[src/rtl/pipe_ctrl_pkg.sv]
// pipe_ctrl_pkg: shared constants and types for the pipeline sequencer.
//   Stall-vector encodings (bit0 PC .. bit5 WB, 1 = stop), reset level,
//   bus width, FSM state encoding, and the merged stall-request struct.
package pipe_ctrl_pkg;

  localparam logic STOP      = 1'b1;
  localparam logic NOSTOP    = 1'b0;
  localparam logic RSTENABLE = 1'b0;
  localparam int   REGBUS    = 64;

  localparam logic [5:0] STALL_NONE = {6{NOSTOP}};
  localparam logic [5:0] STALL_ID   = {{3{NOSTOP}}, {3{STOP}}};
  localparam logic [5:0] STALL_EX   = {{2{NOSTOP}}, {4{STOP}}};
  localparam logic [5:0] STALL_MEM  = {NOSTOP, {5{STOP}}};

  typedef enum logic [1:0] {
    CTRL_RUN   = 2'd0,
    CTRL_FLUSH = 2'd1,
    CTRL_TRAP  = 2'd2
  } ctrl_state_e;

  typedef struct packed {
    logic id;
    logic ex;
    logic mem;
  } stall_req_t;

  // The oldest stalled stage freezes itself and everything younger.
  function automatic logic [5:0] stall_vec(input stall_req_t r);
    if (r.mem)     return STALL_MEM;
    else if (r.ex) return STALL_EX;
    else if (r.id) return STALL_ID;
    else           return STALL_NONE;
  endfunction

endpackage

[src/rtl/pipe_ctrl_wdog.sv]
// pipe_ctrl_wdog: stall watchdog.
//   clk, rst   : clock, synchronous active-low reset
//   run        : sequencer is in RUN
//   stalled    : stall vector is non-zero this cycle
//   fire       : counter has reached WDOG_MAX while still stalled in RUN
// Counter increments per stalled RUN cycle, saturates at WDOG_MAX and
// clears whenever the pipe is not stalled or the sequencer leaves RUN.
module pipe_ctrl_wdog
  import pipe_ctrl_pkg::*;
#(
  parameter logic [15:0] WDOG_MAX = 16'd1023
) (
  input  logic clk,
  input  logic rst,
  input  logic run,
  input  logic stalled,
  output logic fire
);

  logic [15:0] cnt;

  always_ff @(posedge clk) begin
    if (rst == RSTENABLE)     cnt <= '0;
    else if (run && stalled) begin
      if (cnt != WDOG_MAX)    cnt <= cnt + 16'd1;
    end
    else                      cnt <= '0;
  end

  assign fire = run && stalled && (cnt == WDOG_MAX);

endmodule

[src/rtl/pipe_ctrl.sv]
// pipe_ctrl: central sequencer for the 5-stage core.
//   Merges ID/EX/MEM stall requests into the 6-bit stall vector, arbitrates
//   PC redirects (MEM trap over EX branch) and forces a trap to WDOG_VEC
//   when a stall persists for WDOG_MAX cycles.
// Ports:
//   clk, rst                    clock, synchronous active-low reset
//   stallreq_{id,ex,mem}_i      stall requests
//   branch_i / branch_pc_i      EX taken branch and target
//   trap_i / trap_pc_i          MEM exception and vector
//   stall_o[5:0]                per-stage stop ([0]PC .. [5]WB)
//   flush_o                     squash younger stage registers
//   redirect_o / redirect_pc_o  PC load strobe and target (0 when idle)
//   wdog_o                      one-cycle pulse on watchdog trap
// Option: PIPE_CTRL_PERF_EN adds perf_stall_cyc_o / perf_flush_cnt_o.
module pipe_ctrl
  import pipe_ctrl_pkg::*;
#(
  parameter int              ADDR_W   = REGBUS,
  parameter logic [15:0]     WDOG_MAX = 16'd1023,
  parameter logic [ADDR_W-1:0] WDOG_VEC = {{(ADDR_W-9){1'b0}}, 9'h100}
) (
  input  logic              clk,
  input  logic              rst,
  input  logic              stallreq_id_i,
  input  logic              stallreq_ex_i,
  input  logic              stallreq_mem_i,
  input  logic              branch_i,
  input  logic [ADDR_W-1:0] branch_pc_i,
  input  logic              trap_i,
  input  logic [ADDR_W-1:0] trap_pc_i,
  output logic [5:0]        stall_o,
  output logic              flush_o,
  output logic              redirect_o,
  output logic [ADDR_W-1:0] redirect_pc_o,
`ifdef PIPE_CTRL_PERF_EN
  output logic [31:0]       perf_stall_cyc_o,
  output logic [31:0]       perf_flush_cnt_o,
`endif
  output logic              wdog_o
);

  ctrl_state_e state, state_nxt;
  stall_req_t  req;
  logic        run, stalled, fire;

  assign req     = '{id: stallreq_id_i, ex: stallreq_ex_i, mem: stallreq_mem_i};
  assign run     = (state == CTRL_RUN);
  assign stall_o = run ? stall_vec(req) : STALL_NONE;
  assign stalled = |stall_o;

  pipe_ctrl_wdog #(.WDOG_MAX(WDOG_MAX)) u_wdog (
    .clk     (clk),
    .rst     (rst),
    .run     (run),
    .stalled (stalled),
    .fire    (fire)
  );

  always_ff @(posedge clk) begin
    if (rst == RSTENABLE) state <= CTRL_RUN;
    else                  state <= state_nxt;
  end

  always_comb begin
    state_nxt     = state;
    flush_o       = 1'b0;
    redirect_o    = 1'b0;
    redirect_pc_o = '0;
    wdog_o        = 1'b0;
    unique case (state)
      CTRL_RUN: begin
        // Watchdog pre-empts any redirect presented in the same cycle.
        if (fire) begin
          state_nxt = CTRL_TRAP;
        end else if (trap_i) begin
          redirect_o    = 1'b1;
          redirect_pc_o = trap_pc_i;
          flush_o       = 1'b1;
          state_nxt     = CTRL_FLUSH;
        end else if (branch_i && !stallreq_mem_i) begin
          // Under a MEM stall EX is held, so the branch re-presents later.
          redirect_o    = 1'b1;
          redirect_pc_o = branch_pc_i;
          flush_o       = 1'b1;
          state_nxt     = CTRL_FLUSH;
        end
      end
      CTRL_FLUSH: begin
        flush_o   = 1'b1;
        state_nxt = CTRL_RUN;
      end
      CTRL_TRAP: begin
        wdog_o        = 1'b1;
        redirect_o    = 1'b1;
        redirect_pc_o = WDOG_VEC;
        flush_o       = 1'b1;
        state_nxt     = CTRL_FLUSH;
      end
      default: state_nxt = CTRL_RUN;
    endcase
  end

`ifdef PIPE_CTRL_PERF_EN
  // Every redirect_o strobe is one accepted redirect (RUN accept or TRAP).
  always_ff @(posedge clk) begin
    if (rst == RSTENABLE) begin
      perf_stall_cyc_o <= '0;
      perf_flush_cnt_o <= '0;
    end else begin
      if (stalled)    perf_stall_cyc_o <= perf_stall_cyc_o + 32'd1;
      if (redirect_o) perf_flush_cnt_o <= perf_flush_cnt_o + 32'd1;
    end
  end
`endif

endmodule
[config.mk]
export PLATFORM = sky130hd
export DESIGN_NAME = pipe_ctrl
export DESIGN_NICKNAME = d
export VERILOG_FILES = /design/src/rtl/pipe_ctrl_pkg.sv /design/src/rtl/pipe_ctrl_wdog.sv /design/src/rtl/pipe_ctrl.sv
export SDC_FILE = /design/constraint.sdc
export NUM_CORES = 1
export LEC_CHECK = 0
export CORE_MARGIN = 1.5
export CORE_UTILIZATION = 26
export DETAILED_ROUTE_END_ITERATION = 8
export GPL_TIMING_DRIVEN = 0
export MAX_ROUTING_LAYER = met4
export PLACE_DENSITY = 0.84
export SLEW_MARGIN = 20
export SYNTH_ARGS = -nofsm -noshare
export SYNTH_HDL_FRONTEND = slang
export SYNTH_SLANG_ARGS = --single-unit
export TNS_END_PERCENT = 30
[constraint.sdc]
create_clock -name clk -period 2.3 [get_ports clk]
set_input_delay 0.345 -clock clk [delete_from_list [all_inputs] [get_ports clk]]
set_output_delay 0.345 -clock clk [all_outputs]
set_load 0.01 [all_outputs]
Word-level counts from Yosys, hierarchy flattened --
Index checks and enable logic that the tools add are counted.
Word-level totals: word-level logic and storage cells 34, bits of input ports 135, register bits after elaboration 18, output and inout port bits 73
Cells by class: multiplexer cells 18, add/subtract/negate cells 1, equal/unequal tests 5, reductions and logical operators 8
Operators with widths (number):
- 64-bit two-way mux | 3
- 64-bit one-hot mux with 2 select lines | 1
- 16-bit by 1-bit adder with 16-bit output (second input constant) | 1
- 16-bit by 10-bit == test with 1-bit output (second input constant) | 1
- 16-bit by 10-bit != test with 1-bit output (second input constant) | 1
- 2-bit two-way mux | 3
- 6-bit two-way mux | 1
- 6-bit OR reduction | 1
- 5-bit two-way mux | 1
- 1-bit two-way mux | 4
- 4-bit two-way mux | 1
- 4-bit by 2-bit != test with 1-bit output (second input constant) | 1
- 1-bit one-hot mux with 2 select lines | 2
- 2-bit one-hot mux with 2 select lines | 1
- 1-bit logical AND | 3
- 3-bit two-way mux | 1
- 2-bit by 1-bit == test with 1-bit output (second input constant) | 1
- 2-bit == test (second input constant) | 1
- 2-bit zero test | 1
- 2-bit AND reduction | 1
- 2-bit OR reduction | 1
- 1-bit zero test | 1

Logic depth before layout (Yosys ltp) --
depth in word-level cells 9, mapped depth 8, mapped depth without buffers 7

By module --
From an unflattened synthesis, not the netlist that was laid out.
Second synthesis, totals: cells, all modules 219, area total of the unflattened synthesis 1859.3 um^2
By module, submodules not included:
- pipe_ctrl | seq. area each 40.0 um^2, cells each 129, instances 1, area an instance 1042.2 um^2
- pipe_ctrl_wdog | seq. area each 320.3 um^2, cells each 90, instances 1, area an instance 817.0 um^2

Worst setup path before layout --
OpenSTA, ideal clock, no wires.
path kind register to output, start register u_wdog.cnt[11], end output redirect_pc_o[46], path buffers 3, arrival 2.151 ns, stages on the path, launching flop included 8, setup slack -0.196 ns, required time 1.955 ns, cells stage by stage dfxtp_1 > or4_1 > buf_2 > or4_1 > buf_2 > o21ai_4 > buf_8 > nor2_1
On the way: word-level cells in the longest chain between the ends 4
RTL lines:
- start: declaration | line pipe_ctrl_wdog.sv:20 | logic [15:0] cnt;
- start signal: assignment | line pipe_ctrl_wdog.sv:25 | if (cnt != WDOG_MAX) cnt <= cnt + 16'd1;
- 16-bit by 10-bit == test with 1-bit output | line pipe_ctrl_wdog.sv:30 | assign fire = run && stalled && (cnt == WDOG_MAX);
- 1-bit logical AND | line pipe_ctrl_wdog.sv:30
- 64-bit two-way mux | line pipe_ctrl.sv:73 | if (fire) begin
- 64-bit one-hot mux with 2 select lines | line pipe_ctrl.sv:70 | unique case (state)
- end: declaration | line pipe_ctrl.sv:34 | output logic [ADDR_W-1:0] redirect_pc_o,
No other way between the ends.

Worst setup path after layout --
start register u_wdog.cnt[12], end output redirect_pc_o[26]
The elaborated chain is that of the path after synthesis.

==> impl_metrics.env <==
export IMPL_status="finished, violations left"
export IMPL_violations="setup timing"
export IMPL_critPathRequiredTime_ns=1.96
export IMPL_clock_path_buffers=2
export IMPL_rsz0062_at_grt="true"
export IMPL_power_density_nw_per_um2=380
export IMPL_ant_nets=0
export IMPL_vias=3097
export IMPL_r2r_end="u_wdog.cnt[4]"
export IMPL_cts_sinks=18
export IMPL_worst_ir_drop_vdd_mv=0.156
export IMPL_cts_root_buf="clkbuf_8"
export IMPL_design_area_um2=4210
export IMPL_synthTopCellsByArea="a22oi_1, dfxtp_1, nor2_1"
export IMPL_netlist_area_um2=1950
export IMPL_yosysSeqAreaShare_pct=18.5
export IMPL_worst_r2r_startpoint="u_wdog.cnt[12]"
export IMPL_cts_max_level=1
export IMPL_async_reset_ff_share_pct=0
export IMPL_synth_edf_count=0
export IMPL_synthCells=280
export IMPL_cts_tree="built"
export IMPL_fin_ws_ns=-0.438
export IMPL_worstPathMaxFanout=5
export IMPL_viasPerCell=5.17
export IMPL_first_iter_violations=170
export IMPL_synth_compound_area_share_pct=38.3
export IMPL_setup_worst_path_start_class="register"
export IMPL_dp_hpwl_um=7930
export IMPL_placed_area_um2=4150
export IMPL_crit_path_end_kind="output pin"
export IMPL_fp_dieH_um=89.6
export IMPL_synth_top_family_by_area="compound AO/OA/AOI/OAI gates"
export IMPL_synth_fa_ha_area_share_pct=3.21
export IMPL_finalClockSkew_ns=0.00362
export IMPL_ys_seq_elements=18
export IMPL_holdWs_ns=0.499
export IMPL_clkTransAtPathRegs_ns=0.07
export IMPL_drive_gt1_share_pct=25.6
export IMPL_fmax_mhz=365
export IMPL_worstSetupPathType="reg2out"
export IMPL_worst_pin_slew_ns=0.955
export IMPL_setup_viol=68
export IMPL_rr_worst_depth=5
export IMPL_fin_util_pct=58.1
export IMPL_cts_buffers=3
export IMPL_grt_start_max_net_pins=11
export IMPL_start_util_pct=26.9
export IMPL_firstDrtPassIters=5
export IMPL_grt_pass1_vias=2680
export IMPL_worstPathArrival_ns=2.39
export IMPL_muxShareOfSynthArea_pct=1.03
export IMPL_ys_types=41
export IMPL_hp_class="reg2reg"
export IMPL_synth_top_area_cell="a22oi_1"
export IMPL_final_max_slew_viol_count=0
export IMPL_die_area_um2=8040
export IMPL_synth_xor_area_share_pct=0.897
export IMPL_synthesis_nets=420
export IMPL_nets=641
export IMPL_crit_start="u_wdog.cnt[12]"
export IMPL_grt_usage_pct=22.4
export IMPL_worstSetupEndpoint="redirect_pc_o[26]"
export IMPL_antenna_found_initial=0
export IMPL_antenna_cells=0
export IMPL_setup_tns_ns=-24.88
export IMPL_maxCapViolCount=0
export IMPL_area_delta_synth_final_pct=116
export IMPL_fin_crit_ns=2.74
export IMPL_synth_warnings=0
export IMPL_overflow=0
export IMPL_wirelength_um=10200
export IMPL_r2r_slack_ns=-0.05
export IMPL_place_gp_congestion=0.804
export IMPL_die_w_um=89.6
export IMPL_hold_viol_final=0
export IMPL_slew_headroom_pct=35.7
export IMPL_syn_mean_instance_area_um2=6.97
export IMPL_grt_pass1_wl_um=13500
export IMPL_clock_latency_ns=0.25
export IMPL_port_buffer_count=206
export IMPL_yosys_area_share_simple_pct=27.9
export IMPL_synth_flop_cell="dfxtp_1"
export IMPL_p_leak_nw=1.73
export IMPL_design_core_area_um2=7250
export IMPL_pin_count=208
export IMPL_drc=0
export IMPL_row_count=31
export IMPL_synth_top_cell_area_share_pct=24.6
export IMPL_finalCritPeriodShare_pct=119
export IMPL_wl_per_cell_um=17.0
-- flip-flops by register name, summed over array words and instances, names as in the netlist --
register,flops
u_wdog.cnt,16
state,2
-- how the worst min path moves through the flow --
stage          slack [ns]              to  depth (start not counted)           start
2_1_floorplan        0.46  u_wdog.cnt[14]                          2  u_wdog.cnt[14]
3_3_place_gp         0.47  u_wdog.cnt[12]                          2  u_wdog.cnt[12]
3_5_place_dp         0.49   u_wdog.cnt[1]                          2   u_wdog.cnt[1]
4_1_cts              0.50   u_wdog.cnt[1]                          2   u_wdog.cnt[1]
5_1_grt              0.52   u_wdog.cnt[1]                          2   u_wdog.cnt[1]
6_report             0.50   u_wdog.cnt[1]                          2   u_wdog.cnt[1]
-- repair_timing --
| item | CTS | global route |
|---|---|---|
| cloned | 2 | 1 |
| hold buffers | 0 | 0 |
| resized for setup | 275 | 34 |
| pin swaps | 27 | 7 |
| setup buffers | 5 | 4 |
| endpoints found under the setup margin | 70 | 74 |
-- cell usage in the layout (no fill, tap or decap), types with 3 or more instances in the layout --
master	n
ha_1	4
o21ai_0	6
nand4_1	4
a21oi_1	12
buf_6	6
o31ai_1	7
clkbuf_8	4
buf_4	11
buf_2	57
inv_1	6
buf_8	5
nand2_1	12
nor3_1	4
nor2_4	4
nand3_1	6
or4_1	4
nor2_2	16
dfxtp_1	14
a31oi_1	3
and3_1	3
dfxtp_2	4
nor2_1	47
clkbuf_2	3
buf_12	4
a22oi_1	64
clkbuf_1	13
clkdlybuf4s50_1	139
-- critical path, cell delays in order (launching register included) --
cell       delay [ns]
dfxtp_2          0.34
or4_4            0.56
or4_4            0.47
o21ai_4          0.21
buf_6            0.14
buf_16           0.11
clkbuf_16        0.13
nor2_2           0.04
buf_2            0.14
-- synth_stat cells (2+ instances only) --
library cell and n:
nor2_2 8, nand4_1 4, o21a_1 2, a22oi_1 64, clkbuf_1 17, nand3_1 6
nor3_1 4, and2_1 2, a31oi_1 3, a21oi_1 12, dfxtp_1 18, nand2_1 12
o31ai_1 8, and3_1 3, or3_1 2, or4_1 6, inv_1 7, buf_6 5
buf_4 3, buf_2 2, and4_1 2, nor2_1 59, ha_1 5, o21ai_0 6
mux2i_1 2, a41o_1 2, nor3b_1 2
-- power by group --
part           leakage, nW  internal, mW  total, mW  switching [mW]
clock network       0.0288         0.152      0.256           0.104
logic                 1.56         0.583       1.02           0.435
registers            0.147         0.319      0.325         0.00641
-- area by class of cell --
cell class,count,area (um^2)
clock buffers,4,55.1
plain buffers,26,189
flip-flops and latches,18,365
well taps,99,124
repair buffers,218,1970
multi-input cells,227,1490
fillers,672,3040
inverters,7,26.3
-- kinds of logic after synthesis --
group | count (synthesis)
DFF | 18
and+or+nand+nor | 114
buffers and inverters | 35
muxes | 2
xor gates and xnor gates | 2
other | 1
adders and majority gates | 5
AOI/OAI and AO/OA | 103
-- layer usage --
layer	GRT usage [%]	wire length [um]	vias up
met5	-	0	-
met4	5.31	112	0
met3	3.29	777	10
met2	39.4	5310	153
met1	26.9	3970	1436
li1	-	-	1498
-- per-stage QoR --
step	std cells	setup WS [ns]	total power, mW
5_1_grt	599	-0.497	1.69
2_1_floorplan	280	-0.0915	0.710
4_1_cts	596	-0.591	1.53
3_5_place_dp	585	-0.877	1.27
3_3_place_gp	585	-0.794	1.25
6_report	599	-0.438	1.60
(Power assumes the default switching activity.)
==> edit (same settings) <==
Re-encode `ctrl_state_e` (3 states) as one-hot, 3 bits wide.
--- a/src/rtl/pipe_ctrl_pkg.sv
+++ b/src/rtl/pipe_ctrl_pkg.sv
@@ -14,8 +14,8 @@
   localparam logic [5:0] STALL_MEM  = {NOSTOP, {5{STOP}}};
 
-  typedef enum logic [1:0] {
-    CTRL_RUN   = 2'd0,
-    CTRL_FLUSH = 2'd1,
-    CTRL_TRAP  = 2'd2
+  typedef enum logic [2:0] {
+    CTRL_RUN   = 3'b001,
+    CTRL_FLUSH = 3'b010,
+    CTRL_TRAP  = 3'b100
   } ctrl_state_e;
 
Formal check against the unedited RTL: no difference found for any inputs over 10 cycles, from zero or initial values and one cycle with rst low; not proved beyond that.
==> edit against the unedited design <==
  * The run still ends with negative setup slack left
  * Clock power shrank 7%
  * Area after synthesis fell by 5.3%
  * Power fell by 11%
  * Sequential cell count grew 1
  * Setup slack better by 0.42 ns
  * Hold slack improved by 0.010 ns
  * Combinational power is 17% lower
  * Die area down 5.2%
  * Cell area is 2.3% lower
  * First-iteration DRC count fell by 26%
  * Wire length is 2.5% lower
  * Core utilization increased by 2.2 points
  * Critical path depth unchanged
==> edit: results (changes against the unedited design) <==
Syn Nets 404 (-3.8%); Max FO, Critical Path 6 (+1); Util after Layout 60.3% (+2.2 points); critical path arrival 1.98 ns (-0.41 ns); clock skew 0.00913 ns (+0.00551 ns); Syn Inst Count 268 (-4.3%); register area 395 µm² (+8.2%); sequential share of cell area 9.60% (+0.93 points); vias in the first global route 2,820 (+5.2%); post-detail-place hpwl 7480 µm (-5.7%); Clk Latency, worst-skew pair 0.27 ns (+0.02 ns); Final #Nets 629 (-1.9%); pre-CTS setup slack -0.940 ns (-0.0632 ns); first-pass GRT wire length 14,400 µm (+7.0%); worst reg-to-reg path cell count 7 (+2); sequential area share after synthesis 20.6% (+2.1 points); Final Setup Violations 14 (-79%); Int Power 0.942 mW (-11%); Post-DP Area 4030 µm² (-2.9%); WL final 9920 µm (-2.5%); status finished, violations left; final worst setup slack -0.0217 ns (+0.416 ns); # fillers 647 (-3.7%); post-synthesis mux area share 0.542% (-0.48 points); GRT Total Usage 24.5% (+2.0 points); failing checks negative setup slack; Non-clock inverters 2 (-5); compound-gate portion of the synthesized area 33.2% (-5.2 points); Area growth syn-to-layout 123%; Post-Synth Adder-Cell Area 0.677% (-2.5 points); Pleak 1.83 nW (+5.5%)
==> edit: worst max-delay path by stage <==
stage                         startpoint                end  slack [ns]  cells after the start
final                      u_wdog.cnt[8]  redirect_pc_o[45]       -0.02                      8
after global routing      u_wdog.cnt[15]  redirect_pc_o[45]       -0.10                      8
after CTS                 u_wdog.cnt[14]  redirect_pc_o[58]       -0.14                      6
after detailed placement  stallreq_mem_i  redirect_pc_o[48]       -0.94                      7
after global placement    stallreq_mem_i  redirect_pc_o[48]       -0.90                      7
after floorplan            u_wdog.cnt[0]   redirect_pc_o[0]        0.39                      7
==> edit: power groups by stage <==
stage	sequential, mW	clock, mW	combinational (mW)
2_1_floorplan	0.351	0	0.318
3_3_place_gp	0.352	0	0.833
3_5_place_dp	0.353	0	0.844
4_1_cts	0.347	0.244	0.830
5_1_grt	0.348	0.250	0.905
6_report	0.347	0.238	0.845
